==> config.mk <==
export PLATFORM = sky130hd
export DESIGN_NAME = pipe_step_ctrl
export DESIGN_NICKNAME = d
export VERILOG_FILES = /design/src/rtl/pipe_step_ctrl_pkg.sv /design/src/rtl/pipe_step_ctrl_sat_counter.sv /design/src/rtl/pipe_step_ctrl.sv
export SDC_FILE = /design/constraint.sdc
export NUM_CORES = 1
export LEC_CHECK = 0
export BUFFER_PORTS_ARGS = -buffer_cell sky130_fd_sc_hd__buf_2
export CAP_MARGIN = 5
export CORE_UTILIZATION = 50
export DETAILED_ROUTE_END_ITERATION = 10
export PLACE_DENSITY = 0.74
export RECOVER_POWER = 100
export SLEW_MARGIN = 20
export SYNTH_ARGS = -nofsm -noshare
export SYNTH_HDL_FRONTEND = slang
export SYNTH_SLANG_ARGS = --single-unit
==> constraint.sdc <==
create_clock -name i_clk -period 4.8 [get_ports i_clk]
set_input_delay 0.48 -clock i_clk [delete_from_list [all_inputs] [get_ports i_clk]]
set_output_delay 0.48 -clock i_clk [all_outputs]
set_load 0.01 [all_outputs]
==> src/rtl/pipe_step_ctrl_pkg.sv <==
// -----------------------------------------------------------------------------
// pipe_step_ctrl_pkg
// Shared definitions for the debug run/step controller of the pipeline:
//   - state_e         : controller state encoding (also exported on o_state)
//   - CMD_*           : debug-unit command codes
//   - DRAIN_STEPS_DEF : default number of step cycles needed to retire the
//                       pipeline once a halt reaches the ID/EX register
//   - cmd_is_legal()  : true for the five defined command codes
// -----------------------------------------------------------------------------
package pipe_step_ctrl_pkg;

  typedef enum logic [2:0] {
    ST_IDLE   = 3'd0,
    ST_RUN    = 3'd1,
    ST_STEP   = 3'd2,
    ST_DRAIN  = 3'd3,
    ST_HALTED = 3'd4,
    ST_FLUSH  = 3'd5
  } state_e;

  localparam logic [2:0] CMD_NOP   = 3'b000;
  localparam logic [2:0] CMD_RUN   = 3'b001;
  localparam logic [2:0] CMD_STEP  = 3'b010;
  localparam logic [2:0] CMD_FLUSH = 3'b011;
  localparam logic [2:0] CMD_PAUSE = 3'b100;

  localparam int DRAIN_STEPS_DEF = 3;

  // Codes above PAUSE are reserved.
  function automatic logic cmd_is_legal(input logic [2:0] cmd);
    return (cmd <= CMD_PAUSE);
  endfunction

endpackage

==> src/rtl/pipe_step_ctrl_sat_counter.sv <==
// -----------------------------------------------------------------------------
// pipe_step_ctrl_sat_counter
// Up-counter that sticks at all-ones instead of wrapping.
// Ports:
//   i_clk   : clock
//   i_rst   : synchronous active-high reset (clears count)
//   i_clr   : synchronous clear
//   i_inc   : count enable
//   o_count : current count
// -----------------------------------------------------------------------------
module pipe_step_ctrl_sat_counter #(
  parameter int W = 32
) (
  input  logic         i_clk,
  input  logic         i_rst,
  input  logic         i_clr,
  input  logic         i_inc,
  output logic [W-1:0] o_count
);

  logic [W-1:0] r_count;

  // Count register: clear wins over increment, increment stops at all-ones.
  always_ff @(posedge i_clk) begin
    if (i_rst || i_clr) begin
      r_count <= {W{1'b0}};
    end else if (i_inc && (r_count != {W{1'b1}})) begin
      r_count <= r_count + W'(1);
    end else begin
      r_count <= r_count;
    end
  end

  assign o_count = r_count;

endmodule

==> src/rtl/pipe_step_ctrl.sv <==
// -----------------------------------------------------------------------------
// pipe_step_ctrl
// Debug run/step controller. Gates the pipeline step enable from debug-unit
// commands, drains the pipeline after a halt instruction reaches ID/EX and
// provides a one-cycle synchronous pipeline flush.
// Ports:
//   i_clk, i_rst    : clock, synchronous active-high reset
//   i_cmd_valid/i_cmd, o_cmd_ready : command handshake (consumed on valid&ready)
//   i_ex_halt       : halt flag at the ID/EX register output
//   o_step          : step enable to PC and pipeline registers
//   o_pipe_flush    : one-cycle clear of PC and pipeline registers
//   o_halted        : pipeline drained after a halt
//   o_busy          : stepping (RUN, STEP or DRAIN)
//   o_step_done     : pulse the cycle after a single STEP returns to IDLE
//   o_cmd_err       : pulse the cycle after an illegal/out-of-state command
//   o_state         : current state encoding
//   o_cycle_count   : saturating count of step cycles since reset/flush
// -----------------------------------------------------------------------------
module pipe_step_ctrl
  import pipe_step_ctrl_pkg::*;
#(
  parameter int DRAIN_STEPS = DRAIN_STEPS_DEF,
  parameter int CNT_W       = 32
) (
  input  logic             i_clk,
  input  logic             i_rst,
  input  logic             i_cmd_valid,
  input  logic [2:0]       i_cmd,
  output logic             o_cmd_ready,
  input  logic             i_ex_halt,
  output logic             o_step,
  output logic             o_pipe_flush,
  output logic             o_halted,
  output logic             o_busy,
  output logic             o_step_done,
  output logic             o_cmd_err,
  output logic [2:0]       o_state,
  output logic [CNT_W-1:0] o_cycle_count
);

  localparam int               REM_W    = (DRAIN_STEPS < 2) ? 1 : $clog2(DRAIN_STEPS + 1);
  localparam logic [REM_W-1:0] REM_LOAD = REM_W'(DRAIN_STEPS);
  localparam logic [REM_W-1:0] REM_ZERO = {REM_W{1'b0}};

  state_e           r_state;
  state_e           w_state_nxt;
  logic             r_halt_pend;
  logic [REM_W-1:0] r_remaining;
  logic             r_step_done;
  logic             r_cmd_err;

  logic             w_step;
  logic             w_ready;
  logic             w_accept;
  logic             w_cmd_err;
  logic             w_detect;
  logic             w_pend_now;
  logic [REM_W-1:0] w_rem_base;
  logic [REM_W-1:0] w_rem_nxt;
  logic             w_drained;

  assign w_accept = i_cmd_valid & w_ready;

  // State register.
  always_ff @(posedge i_clk) begin
    if (i_rst) begin
      r_state <= ST_IDLE;
    end else begin
      r_state <= w_state_nxt;
    end
  end

  // Halt tracking: a new halt loads the drain budget, and the detection cycle
  // itself already counts as a drain step when the pipeline is stepping.
  always_comb begin
    w_detect   = i_ex_halt & ~r_halt_pend;
    w_pend_now = r_halt_pend | w_detect;
    if (w_detect) begin
      w_rem_base = REM_LOAD;
    end else begin
      w_rem_base = r_remaining;
    end
    if (w_pend_now && w_step && (w_rem_base != REM_ZERO)) begin
      w_rem_nxt = w_rem_base - REM_W'(1);
    end else begin
      w_rem_nxt = w_rem_base;
    end
    w_drained = w_pend_now & w_step & (w_rem_nxt == REM_ZERO);
  end

  // Next-state and command-error decode.
  always_comb begin
    w_state_nxt = r_state;
    w_cmd_err   = w_accept & ~cmd_is_legal(i_cmd);
    case (r_state)
      ST_IDLE: begin
        if (w_accept && (i_cmd == CMD_RUN)) begin
          // A halt already known only needs its remaining drain steps.
          if (w_pend_now) begin
            w_state_nxt = ST_DRAIN;
          end else begin
            w_state_nxt = ST_RUN;
          end
        end else if (w_accept && (i_cmd == CMD_STEP)) begin
          w_state_nxt = ST_STEP;
        end else if (w_accept && (i_cmd == CMD_FLUSH)) begin
          w_state_nxt = ST_FLUSH;
        end else begin
          w_state_nxt = ST_IDLE;
        end
      end
      ST_RUN: begin
        if (w_accept && (i_cmd != CMD_NOP) && (i_cmd != CMD_PAUSE)) begin
          w_cmd_err = 1'b1;
        end else begin
          w_cmd_err = w_cmd_err;
        end
        // Halt handling takes priority over a PAUSE in the same cycle.
        if (w_drained) begin
          w_state_nxt = ST_HALTED;
        end else if (w_detect) begin
          w_state_nxt = ST_DRAIN;
        end else if (w_accept && (i_cmd == CMD_PAUSE)) begin
          w_state_nxt = ST_IDLE;
        end else begin
          w_state_nxt = ST_RUN;
        end
      end
      ST_STEP: begin
        if (w_drained) begin
          w_state_nxt = ST_HALTED;
        end else begin
          w_state_nxt = ST_IDLE;
        end
      end
      ST_DRAIN: begin
        if (w_drained) begin
          w_state_nxt = ST_HALTED;
        end else begin
          w_state_nxt = ST_DRAIN;
        end
      end
      ST_HALTED: begin
        if (w_accept && (i_cmd == CMD_FLUSH)) begin
          w_state_nxt = ST_FLUSH;
        end else if (w_accept && (i_cmd != CMD_NOP)) begin
          w_cmd_err   = 1'b1;
          w_state_nxt = ST_HALTED;
        end else begin
          w_state_nxt = ST_HALTED;
        end
      end
      ST_FLUSH: begin
        w_state_nxt = ST_IDLE;
      end
      default: begin
        w_state_nxt = ST_IDLE;
      end
    endcase
  end

  // Output decode straight from the registered state.
  always_comb begin
    w_step       = 1'b0;
    w_ready      = 1'b0;
    o_halted     = 1'b0;
    o_pipe_flush = 1'b0;
    case (r_state)
      ST_IDLE:   w_ready      = 1'b1;
      ST_RUN:    begin w_step = 1'b1; w_ready = 1'b1; end
      ST_STEP:   w_step       = 1'b1;
      ST_DRAIN:  w_step       = 1'b1;
      ST_HALTED: begin o_halted = 1'b1; w_ready = 1'b1; end
      ST_FLUSH:  o_pipe_flush = 1'b1;
      default:   w_ready      = 1'b0;
    endcase
  end

  assign o_step      = w_step;
  assign o_busy      = w_step;
  assign o_cmd_ready = w_ready;
  assign o_state     = r_state;
  assign o_step_done = r_step_done;
  assign o_cmd_err   = r_cmd_err;

  // Halt-pending / remaining-steps registers, cleared by reset and by FLUSH.
  always_ff @(posedge i_clk) begin
    if (i_rst || (r_state == ST_FLUSH)) begin
      r_halt_pend <= 1'b0;
      r_remaining <= REM_ZERO;
    end else begin
      r_halt_pend <= w_pend_now;
      r_remaining <= w_rem_nxt;
    end
  end

  // One-cycle status pulses; a STEP that completes the drain reports halted instead of done.
  always_ff @(posedge i_clk) begin
    if (i_rst) begin
      r_step_done <= 1'b0;
      r_cmd_err   <= 1'b0;
    end else begin
      r_step_done <= (r_state == ST_STEP) & ~w_drained;
      r_cmd_err   <= w_cmd_err;
    end
  end

  pipe_step_ctrl_sat_counter #(
    .W (CNT_W)
  ) u_cycle_cnt (
    .i_clk   (i_clk),
    .i_rst   (i_rst),
    .i_clr   (r_state == ST_FLUSH),
    .i_inc   (w_step),
    .o_count (o_cycle_count)
  );

endmodule
# Word level (Yosys, flattened, before mapping)
# Cells that the tools add are included.
[totals]
reg_bits = 40
inputBits = 7
out_inout_bits = 42
word_cells = 67
[op_classes]
addsub = 2
n_lt_le_gt_ge = 1
eq_ne = 11
muxes = 21
n_bitwise = 10
n_reduce_logical = 16
[ops]
columns = ["op", "count"]
rows = [
  ["32-bit by 1-bit adder with 32-bit output (second input constant)", 1],
  ["32-bit != test (second input constant)", 1],
  ["3-bit 2-to-1 mux", 6],
  ["3-bit case mux with 5 select lines", 1],
  ["3-bit by 2-bit == test with 1-bit output (second input constant)", 4],
  ["3-bit == test (second input constant)", 3],
  ["1-bit logical AND", 9],
  ["1-bit 2-to-1 mux", 9],
  ["2-bit 2-to-1 mux", 4],
  ["1-bit AND", 6],
  ["3-bit by 1-bit == test with 1-bit output (second input constant)", 2],
  ["3-bit OR reduction", 2],
  ["3-bit less-or-equal comparator (second input constant)", 1],
  ["3-bit logical NOT", 1],
  ["3-bit != test (second input constant)", 1],
  ["1-bit NOT", 3],
  ["3-bit nonzero test", 1],
  ["2-bit logical NOT", 1],
  ["1-bit case mux with 2 select lines", 1],
  ["2-bit nonzero test", 1],
  ["2-bit by 1-bit subtractor with 2-bit output (second input constant)", 1],
  ["1-bit logical OR", 1],
  ["1-bit OR", 1],
]

# Depth between registers and ports, before layout
[depth]
word_depth = 10
depth_mapped = 9
depth_no_buf = 7

# Modules after synthesis
# Synthesis repeated with hierarchy kept, for this count alone.
[unflattened]
cells_unflattened = 253
area_unflattened_um2 = 2217.1
[modules_own_cells]
columns = ["module", "n_inst", "cells_per_inst", "area_per_inst_um2", "seq_area_each_um2"]
rows = [
  ["pipe_step_ctrl_sat_counter", 1, 189, 1681.6, 640.6],
  ["pipe_step_ctrl", 1, 64, 535.5, 160.2],
]

# Worst setup path before layout
# OpenSTA, ideal clock, no wires.
[synth_timing]
path_kind = "register -> register"
start = "reg u_cycle_cnt.r_count[0], in the netlist u_cycle_cnt.o_count[0]"
end = "reg u_cycle_cnt.r_count[8], in the netlist u_cycle_cnt.o_count[8]"
setup_ns = 0.071
arrival_ns = 1.963
required_ns = 4.729
setup_slack_ns = 2.765
stages_incl_launch_ff = 9
path_buffers = 2
synth_period_minus_slack_ns = 2.035
cell_sequence = "dfxtp_1 -> ha_1 -> and3_1 -> buf_2 -> nand3_1 -> o31ai_4 -> buf_6 -> or4_2 -> a21oi_1"
[synth_between]
elab_chain_len = 2
word_cells_on_any_way = 3
cone_classes = "1 x add/sub; 1 x eq/ne; 1 x reduce/logical"
[synth_lines]
columns = ["element", "line", "source"]
rows = [
  ["start: declaration", "pipe_step_ctrl_sat_counter.sv:21", "logic [W-1:0] r_count;"],
  ["start signal: assignment", "pipe_step_ctrl_sat_counter.sv:26", "r_count <= {W{1'b0}};"],
  ["start signal: assignment", "pipe_step_ctrl_sat_counter.sv:28", "r_count <= r_count + W'(1);"],
  ["start signal: assignment", "pipe_step_ctrl_sat_counter.sv:30", "r_count <= r_count;"],
  ["parallel branches: the longest is 2 deep, another holds 32-bit by 1-bit adder with 32-bit output", "--", ""],
]
# Several ways; the timed one is not identified.
# A chain may end at the register's enable or synchronous reset.

# Final worst setup path
[layout_timing]
start = "reg u_cycle_cnt.r_count[16], in the netlist u_cycle_cnt.o_count[16]"
end = "reg u_cycle_cnt.r_count[4], in the netlist u_cycle_cnt.o_count[4]"
[layout_between]
elab_chain_len = 2
[layout_lines]
columns = ["element", "line", "source"]
rows = [
  ["32-bit != test", "pipe_step_ctrl_sat_counter.sv:27", "end else if (i_inc && (r_count != {W{1'b1}})) begin"],
  ["1-bit logical AND", "pipe_step_ctrl_sat_counter.sv:27", ""],
]
# No other way between the ends.

==> impl.org <==
** Die
- The die covers 4740 µm².
- The floorplan step set the die width to 68.9 µm.
- Placement Rows :: 23
- I/O Pins :: 49
- Total core area :: 4140 µm²
- Height of the die :: 68.9 µm
- Starting Density :: 54.0%

** Layout
- Cells with a size suffix above 1 make up 12.9% of the layout.
- Leading cell types in the layout, fill and taps excluded :: 43 x clkbuf_1, 40 x dfxtp_1, 26 x nor2_1
- Cells fill 59.7% of the core in the end.
- Final instance count without filler cells :: 367
- The library cell used most frequently in the layout, excluding fill and tap cells, is clkbuf_1.
- The area growth from synthesis to layout is 10.7%.
- The net count of the finished layout is 326.
- The multi-input combinational cells in the finished layout cover a total of 1290 µm².
- After filler insertion, the fill cell instance count of the layout stands at 417.
- Number of antenna repair diodes :: 0
- FF+latch area :: 801 µm²

** Drt
- Count of nets left with antenna violations after detail routing :: 0
- Top Metal Used :: met4
- Detailed routing placed a total of 253 µm of wire on met3.
- The detailed router put a total of 2470 µm of wire on met1.
- Final Routed Wirelength :: 5340 µm
- Remaining routing DRC violations :: 0
- Sum of met2 wire segment lengths after detailed routing :: 2560 µm
- Via count of the routed design :: 2239
- The first detailed-routing pass took 4 iterations.
- In the final routed layout, each cell accounts on average for 14.5 µm.
- After the first detailed-routing iteration, the DRC count stood at 189.
- Using the TritonRoute via totals, the vias-per-cell ratio works out to 6.10.

** Run status
- Result of the run :: finished, final reports clean

** Global routing
- Gr usage total :: 25.3%
- Largest net degree at the start of global routing :: 34
- First-pass GRT wire length :: 9010 µm
- The initial antenna violation count came to 0.
- Grt total ovfl :: 0
- Via count of the first global-routing pass :: 1967

** Synth
- Mapped Cells :: 272
- The netlist uses 56 different library cells.
- After synthesis the cells add up to 2240 µm².
- Synthesized flop and latch total :: 40
- The synthesized design contains 0 enable-type register cells.
- Avg Cell Area, Syn :: 8.22 µm²
- Of the synthesized area, sequential elements account for 35.8%.
- Leading register cell type out of synthesis :: dfxtp_1
- Yosys printed 0 warnings.
- The number of nets handed over by synthesis was 281.
- Post-synthesis async set-or-reset flop share :: 0%

** Setup path
- Cell family with the largest share of critical-path delay :: compound AO/OA/AOI/OAI gates
- The critical path goes through nand4_1, or4_1, o31ai_1, buf_6, or3_1, a21oi_1.
- The worst setup path is captured at a flip-flop.
- Of all nets on the critical path, the largest fanout is 22.
- Kind of critical path :: flip-flop to flip-flop
- Data required time at the worst endpoint :: 4960 ps
- Critical path buffer and inverter count :: 1
- Data arrives at the worst endpoint at 3300 ps.
- For this design, the slowest cell found on the critical path is o31ai_1.
- In this design, the stage delay of the slowest critical-path cell is 1140 ps.
- Launching element type of the critical path :: flip-flop

** Place
- Number of buffers inserted by port buffering :: 48
- The congestion estimate from routability-driven global placement came to 0.846.
- Cells after DPL :: 359
- Detailed placement ended at an HPWL of 3740 µm.

** CTS
- CTS built an H-tree with a depth of 2.
- Buffer depth of the longest clock path :: 2
- Clk_lat worst skew :: 290 ps
- Library cell used as clock root buffer :: clkbuf_8
- For this design, the sink count on the clock tree is 40.
- Post-CTS Setup Bufs :: 0
- Number of gates resized after cts :: 0
- TritonCTS clock tree :: yes
- Clock-pin slew reported for the worst setup and hold paths after clock tree synthesis :: 70 ps
- Hold buffer count at CTS :: 0
- TritonCTS Buffers :: 5

** STA
- Setup repair after global routing left no endpoint under its margin.
- Setup violations remaining at the end of the flow were counted as 0.
- Hold violation total from the final report :: 0
- The worst path needs 3140 ps of the cycle, external delays included.
- Slew Limit Fails :: 0
- For the final database, setup skew stands at 6.27 ps.
- Max transition margin :: 7.56%
- Total Negative Setup Slacks :: 0 ps
- Hold_ws :: 455 ps
- Maximum operating frequency :: 0.318 GHz
- For the pin with the worst max-slew slack, the measured transition is 1370 ps.
- Share of the clock period used by the worst path after layout :: 65.5%

** Power
- Part of the total power dissipated in the clock network :: 33.8%
- In this run, flip-flops and latches consume 55.0% of the power.
- Total net switching power :: 0.167 mW
- Part of the total power dissipated in combinational logic :: 11.2%
- Internal power of the cells :: 0.463 mW
- Summed over all cells, the static leakage comes to 0.785 nW.
- Maximum VDD drop :: 0.000177 V
- Power spread over the standard cell area amounts to 255 nW/µm².
- Post-route total power :: 0.630 mW
- Net Sw Frac :: 26.5%

** Hold path
- Worst hold-check path type :: primary input to flip-flop

** Job
- Max-cap violations :: 0
synth_stat cells (3+ instances only):
cell type | count | area [µm²]
xnor2_1 | 4 | 35.0
dfxtp_1 | 40 | 801
nand2_1 | 18 | 67.6
clkbuf_1 | 5 | 18.8
o21ai_0 | 14 | 70.1
a31oi_1 | 3 | 18.8
o31ai_1 | 8 | 60.1
nor2_1 | 26 | 97.6
a21oi_1 | 20 | 100
nand2b_1 | 3 | 18.8
or3_2 | 6 | 45.0
or3_1 | 8 | 50.1
or2_2 | 4 | 25.0
a21oi_2 | 5 | 43.8
nor4_1 | 3 | 18.8
o21ai_2 | 4 | 35.0
nand3_1 | 16 | 80.1
and3_1 | 7 | 43.8
nor3_1 | 3 | 15.0
or4_2 | 6 | 52.6
or4_1 | 3 | 22.5
nand4_1 | 11 | 68.8
inv_1 | 9 | 33.8
o21ai_1 | 4 | 20.0
worst register-to-register path, delay by kind of cell, from the launching register on:
kind                   cells  cell delay [ps]
AOI/OAI and AO/OA          2             1210
and+or+nand+nor            3             1060
buffers and inverters      1              300
DFF                        1              440
routing by layer:
layer	GRT usage (%)	up-vias
li1	-	1115
met1	33.4	1071
met2	41.3	47
met3	5.92	6
met4	6.38	0
met5	0	-
layout make-up:
type                            instances  share of cell area [%]
Multi-Input combinational cell        211                    52.3
Sequential cell                        40                    32.4
Timing Repair Buffer                   50                    8.34
Clock buffer                            6                    2.93
Tap cell                               50                    2.53
Inverter                                9                    1.37
Clock inverter                          1                   0.202
power groups by stage:
stage	Clock, mW	Sequential (mW)	Combinational, mW
floorplan	0	0.352	0.0581
global placement	0	0.354	0.0694
detailed placement	0	0.354	0.0710
CTS	0.217	0.346	0.0713
global route	0.232	0.348	0.0799
finish	0.213	0.347	0.0705
stage by stage:
stage	setup slack, ps	cell area, µm²
global route	1400	2470
floorplan	2770	2240
detailed placement	2100	2470
global placement	2140	2470
CTS	2080	2540
finish	1660	2470
registers in the layout, summed over array words and instances, names as in the netlist:
register,flops
u_cycle_cnt.o_count,32
r_halt_pend,1
o_state,3
o_cmd_err,1
o_step_done,1
r_remaining,2
worst paths after layout:
kind	start	end	slack, ps	cells after the start
max	u_cycle_cnt.o_count[16]	u_cycle_cnt.o_count[4]	1660	6
min	i_rst	o_state[1]	450	2
max reg2reg	u_cycle_cnt.o_count[16]	u_cycle_cnt.o_count[4]	1660	6
min reg2reg	u_cycle_cnt.o_count[28]	u_cycle_cnt.o_count[28]	500	2
cell families (layout without fill, tap and decap cells):
group                      Yosys count  after routing  share of synthesized area [%]
AOI/OAI and AO/OA                   73             73                           22.0
DFF                                 40             40                           35.8
adders and majority gates            2              2                           1.12
xor gates and xnor gates             5              5                           1.96
and+or+nand+nor                    130            130                           33.6
buffers and inverters               21             66                           5.04
muxes                                1              1                          0.448
(Power assumes the default switching activity.)
